==> src/rtl/light_pkg.sv <==
// Shared types, defaults and the ramp step helper for the light mode controller.
package light_pkg;

   typedef logic [7:0] level_t;

   typedef enum logic [2:0] {
      LS_IDLE      = 3'd0,
      LS_RAMP_UP   = 3'd1,
      LS_ON        = 3'd2,
      LS_RAMP_DOWN = 3'd3
   } light_state_e;

   localparam int DEF_TICK_DIV   = 1000;
   localparam int DEF_STEP       = 8;
   localparam int DEF_HOLD_TICKS = 600;

   // Move cur toward tgt by at most step; lands exactly on tgt, never overshoots or wraps.
   function automatic level_t step_toward(input level_t cur, input level_t tgt, input level_t step);
      if (cur < tgt)
         return ((tgt - cur) > step) ? (cur + step) : tgt;
      else if (cur > tgt)
         return ((cur - tgt) > step) ? (cur - step) : tgt;
      else
         return cur;
   endfunction

endpackage

==> src/rtl/light_tick_gen.sv <==
// Free-running prescaler: one-cycle tick every TICK_DIV clocks, down-counter with terminal compare.
module light_tick_gen #(
   parameter int TICK_DIV = 1000
) (
   input  logic clk,
   input  logic rst,
   output logic tick
);

   localparam int CW = $clog2(TICK_DIV + 1);

   logic [CW-1:0] cnt;

   always_ff @(posedge clk or posedge rst) begin
      if (rst) begin
         cnt  <= '0;
         tick <= 1'b0;
      end else begin
         cnt  <= (cnt == '0) ? CW'(TICK_DIV - 1) : cnt - CW'(1);
         tick <= (cnt == CW'(1));
      end
   end

endmodule

==> src/rtl/light_mode_controller.sv <==
// Manual/auto light sequencer with ramped dimming and auto-off hold timer.
// Optional auto-mode intensity ceiling: define LIGHT_NIGHT_CAP_EN.
//
// state     | meaning
// IDLE      | light off, waiting for manual or auto request
// RAMP_UP   | stepping dim_level toward target once per tick
// ON        | tracking target, hold timer counting down when no trigger
// RAMP_DOWN | stepping dim_level to 0, any request recaptures
module light_mode_controller
   import light_pkg::*;
#(
   parameter int TICK_DIV   = DEF_TICK_DIV,
   parameter int STEP       = DEF_STEP,
   parameter int HOLD_TICKS = DEF_HOLD_TICKS,
   parameter int NIGHT_CAP  = 64
) (
   input  logic       clk,
   input  logic       rst,
   input  logic       app_switch,
   input  logic       movement,
   input  logic       dark,
   input  logic [7:0] room_intensity,
   output logic [7:0] dim_level,
   output logic       light_en,
   output logic [2:0] state,
   output logic       src_manual
);

   localparam logic [2:0] IDLE      = LS_IDLE;
   localparam logic [2:0] RAMP_UP   = LS_RAMP_UP;
   localparam logic [2:0] ON        = LS_ON;
   localparam logic [2:0] RAMP_DOWN = LS_RAMP_DOWN;

   localparam int     HW       = $clog2(HOLD_TICKS + 1);
   localparam logic [HW-1:0] HOLD_LD = HW'(HOLD_TICKS);
   localparam level_t STEP_L   = level_t'(STEP);
   localparam level_t CAP_L    = level_t'(NIGHT_CAP);
`ifdef LIGHT_NIGHT_CAP_EN
   localparam bit     CAP_EN   = 1'b1;
`else
   localparam bit     CAP_EN   = 1'b0;
`endif

   logic          tick;
   logic          manual_req;
   logic          auto_trig;
   level_t        tgt_auto;
   level_t        target;
   level_t        dim_nxt;
   logic [2:0]    state_nxt;
   logic [HW-1:0] hold_cnt;
   logic [HW-1:0] hold_nxt;

   light_tick_gen #(.TICK_DIV(TICK_DIV)) u_tick (
      .clk  (clk),
      .rst  (rst),
      .tick (tick)
   );

   assign manual_req = app_switch;
   assign auto_trig  = movement & dark;
   assign tgt_auto   = (CAP_EN && (room_intensity > CAP_L)) ? CAP_L : room_intensity;

   always_comb begin
      state_nxt = state;
      dim_nxt   = dim_level;
      hold_nxt  = hold_cnt;
      target    = manual_req ? room_intensity : tgt_auto;
      case (state)
         IDLE: begin
            dim_nxt = '0;
            if (manual_req || auto_trig) begin
               state_nxt = RAMP_UP;
               hold_nxt  = HOLD_LD;
            end
         end
         RAMP_UP: begin
            if (auto_trig)
               hold_nxt = HOLD_LD;
            if (tick)
               dim_nxt = step_toward(dim_level, target, STEP_L);
            if (dim_nxt == target)
               state_nxt = ON;
         end
         ON: begin
            if (tick)
               dim_nxt = step_toward(dim_level, target, STEP_L);
            // A trigger landing on a tick reloads rather than decrements.
            if (auto_trig)
               hold_nxt = HOLD_LD;
            else if (tick && (hold_cnt != '0))
               hold_nxt = hold_cnt - HW'(1);
            if (!manual_req && (hold_cnt == '0))
               state_nxt = RAMP_DOWN;
         end
         RAMP_DOWN: begin
            target = '0;
            if (manual_req || auto_trig) begin
               state_nxt = RAMP_UP;
               hold_nxt  = HOLD_LD;
            end else begin
               if (tick)
                  dim_nxt = step_toward(dim_level, target, STEP_L);
               if (dim_level == '0)
                  state_nxt = IDLE;
            end
         end
         default: begin
            state_nxt = IDLE;
            dim_nxt   = '0;
         end
      endcase
   end

   always_ff @(posedge clk or posedge rst) begin
      if (rst) begin
         state      <= IDLE;
         dim_level  <= '0;
         light_en   <= 1'b0;
         src_manual <= 1'b0;
         hold_cnt   <= '0;
      end else begin
         state      <= state_nxt;
         dim_level  <= dim_nxt;
         light_en   <= (dim_nxt != '0);
         src_manual <= manual_req;
         hold_cnt   <= hold_nxt;
      end
   end

endmodule

==> config.mk <==
export PLATFORM = sky130hd
export DESIGN_NAME = light_mode_controller
export DESIGN_NICKNAME = d
export VERILOG_FILES = /design/src/rtl/light_pkg.sv /design/src/rtl/light_tick_gen.sv /design/src/rtl/light_mode_controller.sv
export SDC_FILE = /design/constraint.sdc
export NUM_CORES = 1
export LEC_CHECK = 0
export BUFFER_PORTS_ARGS = -buffer_cell sky130_fd_sc_hd__buf_2
export CAP_MARGIN = 5
export CORE_MARGIN = 4
export CORE_UTILIZATION = 46
export CTS_CLUSTER_DIAMETER = 200
export DETAILED_ROUTE_END_ITERATION = 16
export GPL_ROUTABILITY_DRIVEN = 1
export GPL_TIMING_DRIVEN = 0
export PLACE_DENSITY_LB_ADDON = 0.12
export SYNTH_ARGS = -nofsm -noshare
export SYNTH_HDL_FRONTEND = slang
export SYNTH_SLANG_ARGS = --single-unit
==> constraint.sdc <==
create_clock -name clk -period 8.6 [get_ports clk]
set_clock_uncertainty 0.05 [all_clocks]
set_input_delay 1.29 -clock clk [delete_from_list [all_inputs] [get_ports clk]]
set_output_delay 1.29 -clock clk [all_outputs]
set_load 0.005 [all_outputs]
==> results of run 1 <==
==> worst register-to-register path: stages (launching register included) <==
cell	delay [ns]
dfrtp_1	0.45
clkbuf_1	0.35
inv_1	0.22
ha_1	0.27
a21oi_1	0.17
a21oi_1	0.09
nor2_1	0.10
o2111ai_1	0.29
nor4_4	0.59
a211oi_1	0.12
a41oi_2	0.23
a311oi_1	0.20
or4_1	0.49
or4_1	0.48
==> logic make-up after synthesis <==
logic type | Yosys count
compound gates | 116
xor+xnor | 17
fa+ha+maj | 25
buf+inv | 47
flops | 33
mux | 7
other cells | 1
simple gates | 168
==> registers in the layout (all words and copies together) (netlist names) <==
register	count
dim_level	8
hold_cnt	10
u_tick.cnt	10
state	2
light_en	1
src_manual	1
u_tick.tick	1
==> path summary, 6_finish.rpt <==
| path | from | end | slack, ns |
|---|---|---|---|
| max in group asynchronous | rst | dim_level[6] | 7.00 |
| hold reg to reg | u_tick.cnt[8] | u_tick.cnt[8] | 0.42 |
| min in group asynchronous | rst | u_tick.cnt[7] | 1.01 |
| hold / removal | u_tick.cnt[8] | u_tick.cnt[8] | 0.42 |
| setup reg to reg | dim_level[4] | light_en | 4.38 |
| setup / recovery | room_intensity[0] | light_en | 3.69 |
==> synth_stat cells, drive strengths merged, types with 4 or more instances <==
library cell	instances
ha	24
buf	4
xor2	6
nand3	15
o211ai	4
o22ai	5
a211oi	6
nor3	23
inv	31
clkbuf	12
nand4	7
dfrtp	33
xnor2	11
nand2	39
o21ai	31
o31ai	4
mux2i	4
a31oi	5
or3	8
or4	6
nor4	9
nor2	37
a21oi	24
nand2b	12
==> power by group <==
group / internal, uW / switching (uW)
combinational: 112 / 197
sequential: 171 / 18.0
clock: 84.1 / 51.6
total: 368 / 267
==> placed cells by master (no fill, tap or decap), types with 11 or more instances in the layout <==
| cell | count |
|---|---|
| nand2b_1 | 12 |
| clkbuf_1 | 12 |
| nor2_1 | 36 |
| nand2_1 | 39 |
| o21ai_0 | 28 |
| xnor2_1 | 11 |
| nor3_1 | 22 |
| dfrtp_1 | 33 |
| ha_1 | 24 |
| a21oi_1 | 23 |
| buf_2 | 26 |
| nand3_1 | 15 |
| inv_1 | 31 |
==> per-stage QoR <==
step / hold slack [ns] / std cells / setup slack (ns) / cell area, sq um
2_1_floorplan: 0.383 / 414 / 4.12 / 3270
3_3_place_gp: 0.409 / 534 / 3.51 / 3510
3_5_place_dp: 0.403 / 534 / 3.49 / 3510
4_1_cts: 0.421 / 541 / 3.75 / 3610
5_1_grt: 0.432 / 542 / 3.55 / 3640
6_report: 0.419 / 542 / 3.69 / 3640
==> cell type report <==
cell class / count / area (sq um)
Buffer: 16 / 70.1
Sequential cell: 33 / 826
Multi-Input combinational cell: 334 / 2260
Inverter: 31 / 116
Tap cell: 96 / 120
Timing Repair Buffer: 25 / 148
Clock inverter: 2 / 35.0
Clock buffer: 5 / 68.8
Fill cell: 665 / 3190
==> per-layer routing <==
layer,vias up,track usage [%],wire length (um)
met4,0,9.53,245
met3,24,3.09,460
met1,1507,28.9,3990
met5,-,0,0
met2,128,35.3,4180
li1,1588,-,-
==> impl_metrics.json, run 1 <==
{
  "cts-root-buf": "clkbuf_8",
  "crit_chain": "buf_2, inv_1, ha_1, fa_1, nand2b_1, a21oi_1, o2111ai_1, nor4_4, a211oi_1, a41oi_2, a311oi_1, or4_1, or4_1",
  "synth-compound-area-share_pct": 25.5,
  "slowest_delay_ns": 0.59,
  "drt-pass1-iter-count": 5,
  "synthArstFlopShare_pct": 100,
  "cp_slowest_cell": "nor4_4",
  "wirelength_um": 8870,
  "r2r_cells": 13,
  "syn_inst": 414,
  "vias": 3247,
  "grt_max_degree": 34,
  "ctsResizeCount": 0,
  "layout_min_cycle_time_ns": 4.91,
  "hold_path_depth": 1,
  "synth-simple-area-share_pct": 26.7,
  "p_leak_uw": 0.00153,
  "cts_inserted_buffers": 5,
  "finalCritPeriodShare_pct": 57.0,
  "finalMaxSlewViolations": 0,
  "cp_common_cell": "or4_1",
  "synth_flop_cell": "dfrtp_1",
  "cellPowerDensity_nw_per_um2": 174,
  "grt_pass1_wl_um": 15200,
  "yosysTopAreaCell": "dfrtp_1",
  "cts.clk_slew.worst_paths_ns": 0.06,
  "cts_tree": "done",
  "syn_area_sq_um": 3270,
  "finalSetupTns_ns": 0,
  "crit_family": "simple AND/OR/NAND/NOR gates",
  "core_sq_um": 6830,
  "start_util_pct": 47.8,
  "status": "completed",
  "yosysSeqAreaShare_pct": 25.3,
  "yosys.area_share.adder_pct": 9.80,
  "clock-sinks": 33,
  "crit_type": "in -> reg",
  "synth_nets": 452,
  "dp_hpwl_um": 6810,
  "fin_nets": 484,
  "power_uw": 634,
  "fin_util_pct": 53.3,
  "grt_pass1_vias": 3165,
  "via_per_inst": 5.99,
  "cp.arrival_ns": 5.00,
  "grt_overflow": 0,
  "synthTopCellsByArea": "dfrtp_1 (25%), ha_1 (9.2%), nand2_1 (4.5%), o21ai_0 (4.3%), nor2_1 (4.1%)",
  "required_ns": 8.70,
  "ir_worst_vdd_mv": 0.159,
  "ioPinCount": 26,
  "synthXorXnorAreaFrac_pct": 4.56,
  "path_max_fanout": 7,
  "syn_avg_cell_area_sq_um": 7.89,
  "synth_top_family_by_area": "simple AND/OR/NAND/NOR gates",
  "dieArea_sq_um": 8520,
  "synth_top_area_share_pct": 25.3,
  "htree_levels": 2,
  "synthMuxAreaShare_pct": 2.37,
  "antennaDiodeCount": 0,
  "postCtsHoldBufs": 0,
  "rsz0062_at_grt": "false",
  "worst_slew_pin_slew_ns": 1.03,
  "gp_congestion": 0.956,
  "postCtsSetupBuffers": 0,
  "hp-class": "reg -> reg",
  "yosys_register_bits": 33,
  "antenna_left": 0,
  "max_cap_violations": 0,
  "start_kind": "input pin",
  "relSlewSlack_pct": 31.2,
  "drc": 0,
  "drt_first_iter_violations": 247,
  "crit_cells": 13,
  "synth_enable_flop_cells": 0,
  "num_rows": 30,
  "endpoint_kind": "flop",
  "yosysWarnings": 0,
  "fp.dieW_um": 92.3,
  "cts_buffer_depth": 2,
  "syn_to_final_growth_pct": 11.4,
  "antenna_found_initial": 0,
  "fmax_ghz": 0.204,
  "cp_num_buf_inv": 2,
  "wire_per_inst_um": 16.4,
  "drive_gt1_share_pct": 13.0,
  "hold_viol_final": 0,
  "port_buffers": 24,
  "synth.distinct_cells": 76,
  "dieHeight_um": 92.3,
  "grt_use_total_pct": 21.8,
  "setup_viol": 0,
  "clock_latency_ns": 0.28
}
Power figures use the tool's default switching activity.
==> run 2: changes to the inputs <==
==> constraint.sdc (replaced) <==
create_clock -name clk -period 4.1 [get_ports clk]
set_clock_uncertainty 0.05 [all_clocks]
set_input_delay 0.615 -clock clk [delete_from_list [all_inputs] [get_ports clk]]
set_output_delay 0.615 -clock clk [all_outputs]
set_load 0.005 [all_outputs]
==> impl_metrics.json, run 2 (same netlist as run 1, synthesis figures left out) <==
{
  "postCtsHoldBufs": 0,
  "dp_hpwl_um": 6810,
  "grt_use_total_pct": 21.8,
  "clock_latency_ns": 0.28,
  "antennaDiodeCount": 0,
  "cts.clk_slew.worst_paths_ns": 0.06,
  "status": "completed",
  "drt_first_iter_violations": 248,
  "grt_pass1_wl_um": 15200,
  "dieHeight_um": 92.3,
  "endpoint_kind": "flop",
  "dieArea_sq_um": 8520,
  "setup_ws_ns": 0.132,
  "num_rows": 30,
  "nFillCells": 668,
  "cts-root-buf": "clkbuf_8",
  "max_cap_violations": 0,
  "grt_overflow": 0,
  "hold_viol_final": 0,
  "required_ns": 4.20,
  "p_leak_uw": 0.00156,
  "fp.dieW_um": 92.3,
  "start_util_pct": 47.8,
  "fmax_ghz": 0.252,
  "vias": 3254,
  "grt_max_degree": 34,
  "htree_levels": 2,
  "layout_min_cycle_time_ns": 3.97,
  "power_uw": 1360,
  "gp_congestion": 0.956,
  "ir_worst_vdd_mv": 0.332,
  "drt-pass1-iter-count": 7,
  "layout_common_cells": "nand2_1 (39), nor2_1 (36), dfrtp_1 (32), inv_1 (30), o21ai_0 (28)",
  "drive_gt1_share_pct": 15.6,
  "dp_cells": 534,
  "grt_pass1_vias": 3176,
  "fin_nets": 488,
  "final_cells": 546,
  "hp-class": "in -> async",
  "mostFrequentLayoutCell": "nand2_1",
  "syn_to_final_growth_pct": 14.1,
  "relSlewSlack_pct": 31.1,
  "cts_inserted_buffers": 5,
  "via_per_inst": 5.96,
  "worst_slew_pin_slew_ns": 1.03,
  "cts_buffer_depth": 2,
  "cellPowerDensity_nw_per_um2": 364,
  "cts_tree": "done",
  "wire_per_inst_um": 16.5,
  "antenna_left": 0,
  "wirelength_um": 8990,
  "crit_type": "in -> reg",
  "top_regs": "hold_cnt: 10 flops, u_tick.cnt: 10 flops, dim_level: 8 flops",
  "finalSetupTns_ns": 0,
  "cp.arrival_ns": 4.07,
  "core_sq_um": 6830,
  "drc": 0,
  "finalMaxSlewViolations": 0,
  "clock-sinks": 33,
  "port_buffers": 24,
  "dp_slack_ns": -0.332,
  "start_kind": "input pin",
  "finalCritPeriodShare_pct": 96.8,
  "ioPinCount": 26,
  "setup_viol": 0,
  "path_max_fanout": 6,
  "antenna_found_initial": 0,
  "finalInstanceArea_sq_um": 3730,
  "place_area_sq_um": 3510
}
run 2: worst paths after layout:
kind | startpoint | to | slack [ns] | cells past startpoint
min | rst | u_tick.cnt[7] | 0.33 | 2
max reg2reg | dim_level[0] | light_en | 0.18 | 11
max | room_intensity[0] | light_en | 0.13 | 13
min in group clk | u_tick.cnt[8] | u_tick.cnt[8] | 0.42 | 1
max in group asynchronous | rst | dim_level[0] | 3.17 | 3
min reg2reg | u_tick.cnt[8] | u_tick.cnt[8] | 0.42 | 1
run 2: per-layer routing:
metal	vias up	part of all wire [%]	GRT usage, %
met5	-	0	0
met4	0	3.2	9.53
met3	32	5.2	3.09
met2	118	46	35.4
met1	1506	45	29.0
li1	1598	-	-
run 2: per-stage QoR:
step | hold WS (ns) | util [%]
final | 0.331 | 54.6
after global routing | 0.361 | 54.6
after CTS | 0.421 | 53.0
after detailed placement | 0.403 | 51.4
after global placement | 0.409 | 51.4
after floorplan | 0.383 | -
run 2: final cells by class:
type / count / area (sq um) / share of cell area [%]
Multi-Input combinational cell: 334 / 2300 / 61.6
Sequential cell: 33 / 827 / 22.2
Clock inverter: 2 / 35.0 / 0.940
Clock buffer: 5 / 68.8 / 1.85
Tap cell: 96 / 120 / 3.22
Timing Repair Buffer: 29 / 190 / 5.10
Buffer: 16 / 72.6 / 1.95
Inverter: 31 / 116 / 3.12
run 2: worst max-delay path, stage by stage:
cell and delay [ns]:
buf_2 0.12, inv_1 0.06, ha_1 0.21, fa_1 0.40, nand2b_1 0.20, a21oi_4 0.18
o2111ai_2 0.25, nor4_4 0.52, a211oi_1 0.11, a41oi_2 0.23, a311oi_1 0.20, or4_1 0.50
or4_1 0.48
run 2: timing repair:
action                                  4_1_cts  5_1_grt
pin swaps                                     1        3
endpoints found under the setup margin        1        3
hold endpoints to repair                      0        0
resized for setup                             0       13
buffers inserted                              1        3
run 2: power by group:
group	internal [uW]	leakage, uW	total [uW]	switching [uW]
sequential	360	0.000390	398	37.9
clock	176	0.0000540	284	108
combinational	251	0.00112	674	423
